==> src/rtl/wb_pkg.sv <==
// Shared definitions for the write-back port arbiter.
// Default widths match the 32x32 register file; REG_ZERO is the hardwired-zero
// register whose writes are accepted and discarded.
package wb_pkg;

    localparam int ADDR_W_DEF = 5;
    localparam int DATA_W_DEF = 32;

    localparam logic [ADDR_W_DEF-1:0] REG_ZERO = '0;

    // One write-back request at default widths: destination register index and data.
    typedef struct packed {
        logic [ADDR_W_DEF-1:0] dest;
        logic [DATA_W_DEF-1:0] data;
    } wb_req_t;

    // Round-robin successor of an index in a ring of n requesters.
    function automatic int rr_inc(input int idx, input int n);
        return (idx + 1) % n;
    endfunction

endpackage

==> src/rtl/rr_pick2.sv <==
// Rotate-and-pick: scans mask starting at ptr and returns the first set index,
// plus the next set index that is compatible with the first one.
// compat[i][j]=1 means requests i and j may share a cycle.
module rr_pick2
    import wb_pkg::*;
#(
    parameter int N  = 3,
    parameter int PW = (N > 1) ? $clog2(N) : 1
) (
    input  logic [N-1:0]  mask,
    input  logic [N-1:0]  compat [N],
    input  logic [PW-1:0] ptr,
    output logic          first_vld,
    output logic [PW-1:0] first_idx,
    output logic          second_vld,
    output logic [PW-1:0] second_idx
);

    logic [PW-1:0] scan_idx;

    // Walk the ring from ptr; first hit takes the primary slot, the next
    // compatible hit takes the secondary slot.
    always_comb begin
        first_vld  = 1'b0;
        first_idx  = '0;
        second_vld = 1'b0;
        second_idx = '0;
        scan_idx   = '0;
        for (int k = 0; k < N; k++) begin
            scan_idx = PW'((int'(ptr) + k) % N);
            if (mask[scan_idx]) begin
                if (!first_vld) begin
                    first_vld = 1'b1;
                    first_idx = scan_idx;
                end else if (!second_vld && compat[first_idx][scan_idx]) begin
                    second_vld = 1'b1;
                    second_idx = scan_idx;
                end
            end
        end
    end

endmodule

==> src/rtl/wb_port_arbiter.sv <==
// Write-back arbiter feeding the register file's primary and secondary write
// ports. Up to two requests are granted per cycle in round-robin order, never
// two to the same destination; writes to r0 are accepted and dropped.
// Ports are registered: a request accepted at edge N drives its port during
// cycle N+1.
// Handshake: a transfer happens on an edge where ReqValid[i] && ReqReady[i];
// a requester holds ReqValid/ReqReg/ReqData stable until then, and ReqReady
// never depends on anything the requester derives from it.
// Optional build macro WB_CONFLICT_STATS_EN adds a 16-bit saturating
// ConflictCount of cycles where a request lost only to a same-register primary.
module wb_port_arbiter
    import wb_pkg::*;
#(
    parameter int NUM_REQ = 3,
    parameter int DATA_W  = DATA_W_DEF,
    parameter int ADDR_W  = ADDR_W_DEF
) (
    input  logic                      Clk,
    input  logic                      Reset,
    input  logic                      WbHold,
    input  logic [NUM_REQ-1:0]        ReqValid,
    input  logic [NUM_REQ*ADDR_W-1:0] ReqReg,
    input  logic [NUM_REQ*DATA_W-1:0] ReqData,
    output logic [NUM_REQ-1:0]        ReqReady,
    output logic                      RegWrite,
    output logic [ADDR_W-1:0]         WriteRegister,
    output logic [DATA_W-1:0]         WriteData,
    output logic                      RegWrite2,
    output logic [ADDR_W-1:0]         WriteRegister2,
    output logic [DATA_W-1:0]         WriteData2
`ifdef WB_CONFLICT_STATS_EN
    ,
    output logic [15:0]               ConflictCount
`endif
);

    localparam int PW = (NUM_REQ > 1) ? $clog2(NUM_REQ) : 1;

    logic [PW-1:0]      rr_ptr;
    logic [ADDR_W-1:0]  req_reg  [NUM_REQ];
    logic [DATA_W-1:0]  req_data [NUM_REQ];
    logic [NUM_REQ-1:0] zero_req;
    logic [NUM_REQ-1:0] port_mask;
    logic [NUM_REQ-1:0] compat   [NUM_REQ];
    logic               scan_en;
    logic               first_vld;
    logic [PW-1:0]      first_idx;
    logic               second_vld;
    logic [PW-1:0]      second_idx;

    assign scan_en = !Reset && !WbHold;

    // Split the flat request buses into per-requester fields.
    always_comb begin
        for (int i = 0; i < NUM_REQ; i++) begin
            req_reg[i]  = ReqReg[i*ADDR_W +: ADDR_W];
            req_data[i] = ReqData[i*DATA_W +: DATA_W];
        end
    end

    // Classify requests: r0 discards vs port candidates, plus pairwise compatibility.
    always_comb begin
        for (int i = 0; i < NUM_REQ; i++) begin
            zero_req[i]  = scan_en && ReqValid[i] && (req_reg[i] == ADDR_W'(REG_ZERO));
            port_mask[i] = scan_en && ReqValid[i] && (req_reg[i] != ADDR_W'(REG_ZERO));
            for (int j = 0; j < NUM_REQ; j++) begin
                compat[i][j] = (req_reg[i] != req_reg[j]);
            end
        end
    end

    rr_pick2 #(
        .N  (NUM_REQ),
        .PW (PW)
    ) u_pick (
        .mask       (port_mask),
        .compat     (compat),
        .ptr        (rr_ptr),
        .first_vld  (first_vld),
        .first_idx  (first_idx),
        .second_vld (second_vld),
        .second_idx (second_idx)
    );

    // Accept r0 discards and the (at most two) port grants.
    always_comb begin
        for (int i = 0; i < NUM_REQ; i++) begin
            ReqReady[i] = zero_req[i]
                       || (first_vld  && (first_idx  == PW'(i)))
                       || (second_vld && (second_idx == PW'(i)));
        end
    end

    // Load the write ports from this cycle's grants and advance the pointer
    // past the last port grant; reset cancels any pending port write.
    always_ff @(posedge Clk) begin
        if (Reset) begin
            RegWrite       <= 1'b0;
            WriteRegister  <= '0;
            WriteData      <= '0;
            RegWrite2      <= 1'b0;
            WriteRegister2 <= '0;
            WriteData2     <= '0;
            rr_ptr         <= '0;
        end else begin
            RegWrite  <= first_vld;
            RegWrite2 <= second_vld;
            if (first_vld) begin
                WriteRegister <= req_reg[first_idx];
                WriteData     <= req_data[first_idx];
            end
            if (second_vld) begin
                WriteRegister2 <= req_reg[second_idx];
                WriteData2     <= req_data[second_idx];
            end
            if (second_vld) begin
                rr_ptr <= PW'(rr_inc(int'(second_idx), NUM_REQ));
            end else if (first_vld) begin
                rr_ptr <= PW'(rr_inc(int'(first_idx), NUM_REQ));
            end
        end
    end

`ifdef WB_CONFLICT_STATS_EN
    logic conflict_hit;

    // A request counts as a conflict loss when it matches the primary's
    // register and a free secondary slot would otherwise have reached it.
    always_comb begin
        conflict_hit = 1'b0;
        for (int j = 0; j < NUM_REQ; j++) begin
            if (port_mask[j] && first_vld && (PW'(j) != first_idx)
                && (req_reg[j] == req_reg[first_idx])) begin
                if (!second_vld
                    || (((j + NUM_REQ - int'(rr_ptr)) % NUM_REQ)
                        < ((int'(second_idx) + NUM_REQ - int'(rr_ptr)) % NUM_REQ))) begin
                    conflict_hit = 1'b1;
                end
            end
        end
    end

    // Saturating count of conflict-loss cycles.
    always_ff @(posedge Clk) begin
        if (Reset) begin
            ConflictCount <= '0;
        end else if (conflict_hit && (ConflictCount != 16'hFFFF)) begin
            ConflictCount <= ConflictCount + 16'd1;
        end
    end
`endif

endmodule

==> config.mk <==
export PLATFORM = sky130hd
export DESIGN_NAME = wb_port_arbiter
export DESIGN_NICKNAME = d
export VERILOG_FILES = /design/src/rtl/wb_pkg.sv /design/src/rtl/rr_pick2.sv /design/src/rtl/wb_port_arbiter.sv
export SDC_FILE = /design/constraint.sdc
export NUM_CORES = 1
export LEC_CHECK = 0
export ABC_CLOCK_PERIOD_IN_PS = 5200
export CAP_MARGIN = 30
export CORE_ASPECT_RATIO = 0.9
export CORE_MARGIN = 8
export CORE_UTILIZATION = 41
export DETAILED_ROUTE_END_ITERATION = 7
export PLACE_DENSITY = 0.79
export SETUP_SLACK_MARGIN = 0.1
export SLEW_MARGIN = 30
export SYNTH_ARGS = -nofsm -noshare
export SYNTH_HDL_FRONTEND = slang
export SYNTH_HIERARCHICAL = 1
export SYNTH_SLANG_ARGS = --single-unit
==> constraint.sdc <==
create_clock -name Clk -period 5.2 [get_ports Clk]
set_clock_uncertainty 0.05 [all_clocks]
set_input_delay 1.04 -clock Clk [delete_from_list [all_inputs] [get_ports Clk]]
set_output_delay 1.04 -clock Clk [all_outputs]
set_load 0.01 [all_outputs]
Word level (Yosys, flattened, before mapping)
Cells that the tools add are included.
Widths: inputs -> output; s select.
- register bits: 78
- input bits: 117
- output and inout bits: 79
- word-level logic and storage cells: 122
- add/subtract/negate cells: 4
- divide/modulo/power cells: 5
- $lt $le $gt $ge: 7
- equal/unequal tests: 10
- muxes and demuxes: 50
- bitwise logic cells: 4
- reductions and logical operators: 35
- operator list (kind ; count):
    $bmux 32 s2 ; 2
    $mod 32x3->32 const B ; 4
    $mux 32 ; 4
    $mod 3x3->32 const B ; 1
    $ne 5x5->1 ; 6
    $mux 2 ; 13
    $bmux 5 s2 ; 2
    $mux 5 ; 4
    $logic_and 1x1->1 ; 17
    $logic_not 5->1 ; 3
    $reduce_bool 5->1 ; 3
    $mux 1 ; 14
    $bmux 3 s2 ; 2
    $ge 3x3->1 const B ; 4
    $mux 3 ; 4
    $not 2->3 ; 4
    $bmux 1 s2 ; 5
    $add 2x1->3 const B ; 3
    $lt 2x3->1 const B ; 3
    $logic_or 1x1->1 ; 6
    $eq 2x1->1 const B ; 2
    $eq 2x2->1 const B ; 2
    $logic_not 2->1 ; 2
    $add 2x2->3 const B ; 1
    other kinds (2) ; 4

Longest topological paths before layout
Gate-level depths: netlist of run 1.
- word-level depth: 25
- gate-level depth with buffers: 18
- gate-level depth less buffers: 14

By module
Netlist of run 1, hierarchy kept.
- modules (own cells, without submodules) (module ; times used ; cells an instance ; area each (um2) ; sequential area each (um2)):
    wb_port_arbiter ; 1 ; 544 ; 4605.7 ; 1561.5
    rr_pick2 ; 1 ; 72 ; 509.2 ; 0.0

Worst setup path before layout of run 1
No wires, ideal clock.
- path type: input -> output
- from: input port ReqReg[2]
- to: output port ReqReady[0]
- arrival: 4089 ps
- required time: 4110 ps
- path slack: 21 ps
- stages: 14
- path buffers: 2
- path through: or4_1 -> nor2_1 -> nor2_1 -> nor2b_1 -> or4_4 -> and3_1 -> o31ai_1 -> or4b_1 -> a21oi_1 -> buf_4 -> clkbuf_1 -> nor3b_1 -> a21oi_1 -> o31ai_1
- cells in the longest elaborated chain, start to end: 22
- elaborated cells on any way between the ends: 54
- those cells by class: eq/ne: 4; mux: 36; bitwise: 2; reduce/logical: 12
- RTL lines (element ; RTL line ; text):
    start: declaration ; wb_port_arbiter.sv:22 ; input logic [NUM_REQ*ADDR_W-1:0] ReqReg,
    $reduce_bool 5->1 (*) ; wb_port_arbiter.sv:65 ; port_mask[i] = scan_en && ReqValid[i] && (req_reg[i] != ADDR_W'(REG_ZERO));
    $logic_and 1x1->1 (*) ; wb_port_arbiter.sv:65 ;
    named net port_mask[0] ; wb_port_arbiter.sv:43 ; logic [NUM_REQ-1:0] port_mask;
    $bmux 1 s2 ; rr_pick2.sv:31 ; if (mask[scan_idx]) begin
    $mux 1 (not written as such) ; rr_pick2.sv:31 ;
    $mux 2 ; rr_pick2.sv:31 ;
    $not 2->3 (not written as such) ; rr_pick2.sv:35 ; end else if (!second_vld && compat[first_idx][scan_idx]) begin
    $bmux 3 s2 ; rr_pick2.sv:35 ;
    (+8 left out) ; - ;
    $logic_and 1x1->1 ; rr_pick2.sv:35 ;
    $mux 2 ; rr_pick2.sv:35 ;
    $mux 2 ; rr_pick2.sv:32 ; if (!first_vld) begin
    $mux 2 (*) ; rr_pick2.sv:31 ;
    named net second_idx[0] ; wb_port_arbiter.sv:49 ; logic [PW-1:0] second_idx;
    $logic_not 2->1 (*) ; wb_port_arbiter.sv:90 ; || (second_vld && (second_idx == PW'(i)));
    $logic_and 1x1->1 (*) ; wb_port_arbiter.sv:90 ;
    $logic_or 1x1->1 (*) ; wb_port_arbiter.sv:90 ;
    end: declaration ; wb_port_arbiter.sv:24 ; output logic [NUM_REQ-1:0] ReqReady,
Mark *: on every way through the listed nets, which the timed path passes. The rest lies on a longest branch. The select of a mux whose other input is x is not followed.

Worst setup path after layout of run 1
- from: input port ReqReg[4]
- to: output port ReqReady[0]
The elaborated chain is that of the path after synthesis.

==> results of run 1 <==
[final cells by class]
type,count,area (µm²)
Fill cell,995,3958
Multi-Input combinational cell,475,3436
Timing Repair Buffer,288,2649
Sequential cell,78,1562
Clock buffer,13,250.2
Tap cell,160,200.2
Clock inverter,3,43.79
Inverter,7,26.28
[cells by family after synthesis]
kind of cell	share of synthesized area
AO/OA/AOI/OAI	0.2074
XOR/XNOR	0.02569
adder cells (fa/ha/maj)	0.009785
buffers and inverters	0.06996
flip-flops	0.3053
multiplexers	0.1705
other	0.0007332
AND/OR/NAND/NOR	0.2106
[worst max-delay path, cell delays in order]
cell and delay (ns):
buf_6 0.10, or4_4 0.55, nor2_4 0.10, nor2_2 0.05, nor2b_4 0.13, or4_4 0.44
and3_4 0.17, o31ai_4 0.18, or4b_4 0.51, a21oi_4 0.21, nor3b_1 0.07, a21oi_1 0.18
o31ai_1 0.11, buf_2 0.15
[worst max-delay path by stage]
stage	slack (ns)	end	cells past startpoint	start
finish	0.11	ReqReady[0]	14	ReqReg[4]
global route	0.04	ReqReady[0]	14	ReqReg[14]
detailed placement	-0.73	ReqReady[1]	13	ReqReg[2]
CTS	0.09	ReqReady[1]	14	ReqReg[4]
global placement	-0.69	ReqReady[1]	13	ReqReg[2]
floorplan	0.13	ReqReady[0]	14	ReqReg[2]
[where the power goes]
| group | leakage, µW | internal, µW | total [µW] | switching, µW |
|---|---|---|---|---|
| Clock | 0.000144 | 386 | 639 | 253 |
| Sequential | 0.000640 | 694 | 749 | 54.9 |
| Combinational | 0.00228 | 489 | 964 | 474 |
| Total | 0.00306 | 1570 | 2350 | 782 |
[per-stage QoR]
step,cells,total power [µW]
3_5_place_dp,978,1678
2_1_floorplan,619,1235
6_report,1024,2351
3_3_place_gp,978,1656
4_1_cts,1019,2349
5_1_grt,1024,2477
[routing by layer]
metal	up-vias	part of all wire
met5	-	0
met4	0	0.033
met3	56	0.067
met2	254	0.49
met1	2800	0.41
li1	2697	-
[state kept, by name, summed over array words and instances (netlist names)]
register and flops:
RegWrite 1, RegWrite2 1, WriteData 32, WriteData2 32, WriteRegister 5, WriteRegister2 5
rr_ptr 2
[placed cells by master, fill, tap and decap left out, drive strengths merged, types with 5 or more instances in the layout]
cell type / netlist / final
clkdlybuf4s50: 0 / 174
buf: 37 / 100
dfxtp: 78 / 78
nand2: 77 / 77
nor2: 71 / 71
mux2i: 50 / 50
a311oi: 31 / 31
mux2: 31 / 31
a21oi: 25 / 25
a211oi: 23 / 23
nor2b: 23 / 23
a2bb2oi: 21 / 21
clkbuf: 22 / 18
a31oi: 15 / 15
or2: 15 / 15
nor3: 12 / 12
nand3b: 11 / 11
xor2: 9 / 9
o211a: 8 / 8
xnor2: 6 / 6
inv: 6 / 6
nand3: 5 / 5
o21ai: 5 / 5
[repair_timing]
action / 4_1_cts / 5_1_grt
gates cloned: 0 / 0
gates resized for setup: 71 / 28
pin swaps: 26 / 21
setup endpoints to repair: 3 / 3
setup buffers: 25 / 5
==> qor.yml, run 1 <==
floorplanning:
  die_w_um: 133.7
  die_area_um2: 16310
  die_y_um: 122.0
  start_util: 0.4219
  io_pins: 196
  core_area_um2: 12120
  fp-row-count: 38
timing:
  fin_crit_ns: 5.091
  worst_pin_slew_ns: 0.8830
  rsz0062_at_grt: "true"
  setup_ws_ns: 0.1092
  setup_viol: 0
  max_freq_mhz: 196.4
  fin_crit_sh: 0.9790
  setup_tns_ns: 0
  fin_hold_ws_ns: 0.4260
  final-max-slew-violation-count: 0
  finalHoldViolCount: 0
  slew_headroom: 0.4113
critical_path:
  regToRegStartpoint: "rr_ptr[0]"
  critical_path_class: "in2out"
  regToRegSetupSlack_ns: 0.89
  cp-end-kind: "output port"
  crit_fanout: 3
  start_kind: "input pin"
  cp.required_ns: 4.11
  rr_endpoint: "WriteData2[18]"
  arrival_ns: 4.00
  r2r_cells: 15
logic_synthesis:
  yosys_warnings: 6
  synth_top_area_share: 0.3053
  synth_common_cells: "dfxtp_1, nand2_1, nor2_1"
  ys_ff_latch: 78
  synthCells: 616
  ys_seq_area_frac: 0.3053
  yosysMostFrequentCell: "dfxtp_1"
  yosys.cell_types.count: 56
  synth_ff_type: "dfxtp_1"
  synth_area_leaders: "dfxtp_1, mux2i_1, nand2_1, a311oi_1, nor2_1"
  synth_area_leader_cell: "dfxtp_1"
  synthArstFlopShare: 0
  synth.cell_area_um2: 5115
  synth_edf_count: 0
  avgSynthCellArea_um2: 8.303
global_route:
  grt_overflow: 0
  grt_start_max_net_pins: 79
  antenna_found_initial: 0
  grt_pass1_vias: 6204
  grt_use_met1: 0.2714
  grt_util_met3: 0.06749
  grtUsageMet2: 0.4205
  grt_pass1_wl_um: 31840
  grt-busiest-layer: "met2"
  grt.total_usage: 0.2416
min_path:
  hold_depth: 2
  min-delay-start: "WriteData[6]"
  min_path_type: "reg2reg"
  whs_endpoint: "WriteData[6]"
placement:
  placed_cell_area_um2: 7478
  place_congestion: 0.8626
  place_ws_ns: -0.7346
  dpl.hpwl_um: 13730
  port_buffers: 195
run_status:
  status: "completed"
cells_and_area:
  area_delta_synth_final_pct: 59.66
  final_util: 0.6736
  final_nets: 980
  antenna-diode-count: 0
  drive_above_1_share: 0.2025
  stdcell_area_um2: 8167
clock_network:
  clock_latency_ns: 0.34
  cts.hold.buffers_added: 0
  ctsRootBufferMaster: "clkbuf_16"
  cts_buffers: 9
  clock_path_buffers: 2
  cts_sinks: 78
  tritoncts: "done"
  cts-htree-levels: 3
  clkSlewWorstSetupHoldPaths_ns: 0.06
drt:
  drtAntennaViolNets: 0
  wl_per_cell_um: 19.92
  routed_via_density: 5.671
  via_count: 5807
  firstDrtPassIters: 5
  detail_route.wirelength_um: 20390
  drt_iter0_markers: 445
  route.detailed.drc: 0
job:
  cap_violations: 0
power:
  power_density_nw_per_um2: 287.9
  p_leak_uw: 0.003062
  peakVddDrop_mv: 0.1964
Note: power is estimated with default switching activity, not from simulation.
==> inputs of run 2 (changes only) <==
Settings changed: CORE_UTILIZATION 41 to 58, DONT_BUFFER_PORTS set to 1, PLACE_DENSITY 0.79 to not set, PLACE_DENSITY_LB_ADDON set to 0.3.
==> qor.yml, run 2 (same netlist as run 1, synthesis figures left out) <==
timing:
  worst_pin_slew_ns: 0.8457  # -0.03728 ns
  setup_viol: 0  # unchanged
  final-max-slew-violation-count: 0  # unchanged
  fin_crit_ns: 4.975  # -0.1161 ns
  fin_crit_sh: 0.9567  # -0.02233
  max_freq_mhz: 201.0  # +2.3%
  slew_headroom: 0.4362  # +0.02485
  finalHoldViolCount: 0  # unchanged
  rsz0062_at_grt: "false"
  setup_tns_ns: 0  # unchanged
critical_path:
  cp-end-kind: "output port"
  start_kind: "input pin"
  crit_fanout: 5  # +2
  cp.required_ns: 4.11  # about the same
  critical_path_class: "in2out"
  arrival_ns: 3.88  # -0.12 ns
clock_network:
  cts.hold.buffers_added: 0  # unchanged
  cts_buffers: 9  # unchanged
  clock_path_buffers: 2  # unchanged
  tritoncts: "done"
  ctsRootBufferMaster: "clkbuf_8"
  clkSlewWorstSetupHoldPaths_ns: 0.09  # +0.03 ns
  cts-htree-levels: 3  # unchanged
  clock_latency_ns: 0.35  # about the same
  cts_sinks: 78  # unchanged
floorplanning:
  io_pins: 196  # unchanged
  die_w_um: 115.0  # -14%
  core_area_um2: 8568  # -29%
  die_area_um2: 12080  # -26%
  start_util: 0.5970  # +0.1751
  die_y_um: 105.1  # -14%
  fp-row-count: 32  # -16%
power:
  power_density_nw_per_um2: 340.7  # +18%
  sw_frac_of_total: 0.3771  # +0.04447
  power_frac_clock: 0.271  # about the same
  peakVddDrop_mv: 0.2113  # +7.6%
  p_leak_uw: 0.001877  # -39%
  p_int_uw: 1146  # -27%
  power_frac_seq: 0.442  # +0.123
  power.switching_uw: 693.6  # -11%
  combPwrFrac: 0.287  # -0.123
cells_and_area:
  drive_above_1_share: 0.1227  # -0.07986
  stdcell_area_um2: 5399  # -34%
  layout_commonest_cell: "dfxtp_1"
  nFillCells: 787  # -21%
  final_nets: 711  # -27%
  final_cells: 714  # -30%
  final_util: 0.6301  # -0.04347
  largest_registers: "WriteData2 (32), WriteData (32)"
  area_delta_synth_final_pct: 5.553
  final_cell_mix: "dfxtp_1, nand2_1, nor2_1, mux2i_1, a311oi_1"
  antenna-diode-count: 0  # unchanged
job:
  cap_violations: 0  # unchanged
placement:
  dp_cells: 696  # -29%
  port_buffers: 0  # -100%
  placed_cell_area_um2: 5135  # -31%
  dpl.hpwl_um: 11430  # -17%
  place_congestion: 0.9380  # +8.7%
run_status:
  status: "completed"
drt:
  drtAntennaViolNets: 0  # unchanged
  detail_route.wirelength_um: 16170  # -21%
  route.detailed.drc: 0  # unchanged
  wl_per_cell_um: 22.65  # +14%
  via_count: 4617  # -20%
  firstDrtPassIters: 6  # +1
  routed_via_density: 6.466  # +14%
  drt_iter0_markers: 381  # -14%
global_route:
  grt_pass1_wl_um: 25070  # -21%
  grt_start_max_net_pins: 82  # +3.8%
  grt_overflow: 0  # unchanged
  grt_pass1_vias: 4570  # -26%
  antenna_found_initial: 0  # unchanged
  grt.total_usage: 0.2559  # +0.01430
min_path:
  min_path_type: "reg2reg"
==> run 2: worst max-delay path: stages <==
cell and delay [ns]:
or4_4 0.52, nor2_1 0.10, nor2_1 0.07, nor2b_1 0.14
or4_4 0.47, and3_4 0.20, o31ai_4 0.24, or4b_4 0.50
a21oi_4 0.15, nor3b_1 0.07, a21oi_1 0.21, o31ai_2 0.15
==> run 2: layout make-up <==
| cell class | instances | area [µm²] | area share |
|---|---|---|---|
| Tap cell | 119 | 148.9 | 0.02758 |
| Clock buffer | 9 | 123.9 | 0.02294 |
| Multi-Input combinational cell | 475 | 3303 | 0.6118 |
| Timing Repair Buffer | 19 | 155.1 | 0.02874 |
| Clock inverter | 7 | 80.08 | 0.01483 |
| Inverter | 7 | 26.28 | 0.004867 |
| Sequential cell | 78 | 1562 | 0.2892 |
==> run 2: power by group through the flow <==
stage | Sequential [µW] | Combinational, µW | Clock, µW
2_1_floorplan | 794 | 441 | 0
3_3_place_gp | 828 | 499 | 0
3_5_place_dp | 828 | 516 | 0
4_1_cts | 817 | 517 | 507
5_1_grt | 826 | 585 | 528
6_report | 813 | 528 | 498
==> run 2: timing repair <==
item,CTS,global route
setup endpoints to repair,1,3
gates resized for setup,2,9
buffers inserted,0,2
pin swaps,0,3
cloned,0,0
==> run 2: routing by layer <==
layer,up-vias,share of wire,global-route usage
li1,2153,-,-
met1,2215,0.40,0.3156
met2,231,0.48,0.4059
met3,18,0.11,0.09379
met4,0,0.012,0.07591
met5,-,0,0
==> run 2: stage by stage <==
step	hold slack (ns)	power (µW)	setup slack (ns)
finish	0.4239	1839	0.2254
global route	0.4614	1939	0.1023
CTS	0.4251	1841	0.1317
global placement	0.4061	1327	0.09995
detailed placement	0.4135	1345	0.07737
floorplan	0.3986	1235	0.1345
==> run 2: worst paths after layout <==
check,from,end,slack [ns],depth (start not counted)
worst min-delay path,rr_ptr[1],rr_ptr[1],0.42,2
worst max-delay path,ReqReg[2],ReqReady[0],0.23,12
worst min register to register,rr_ptr[1],rr_ptr[1],0.42,2
worst max register to register,rr_ptr[0],WriteData2[30],0.83,14
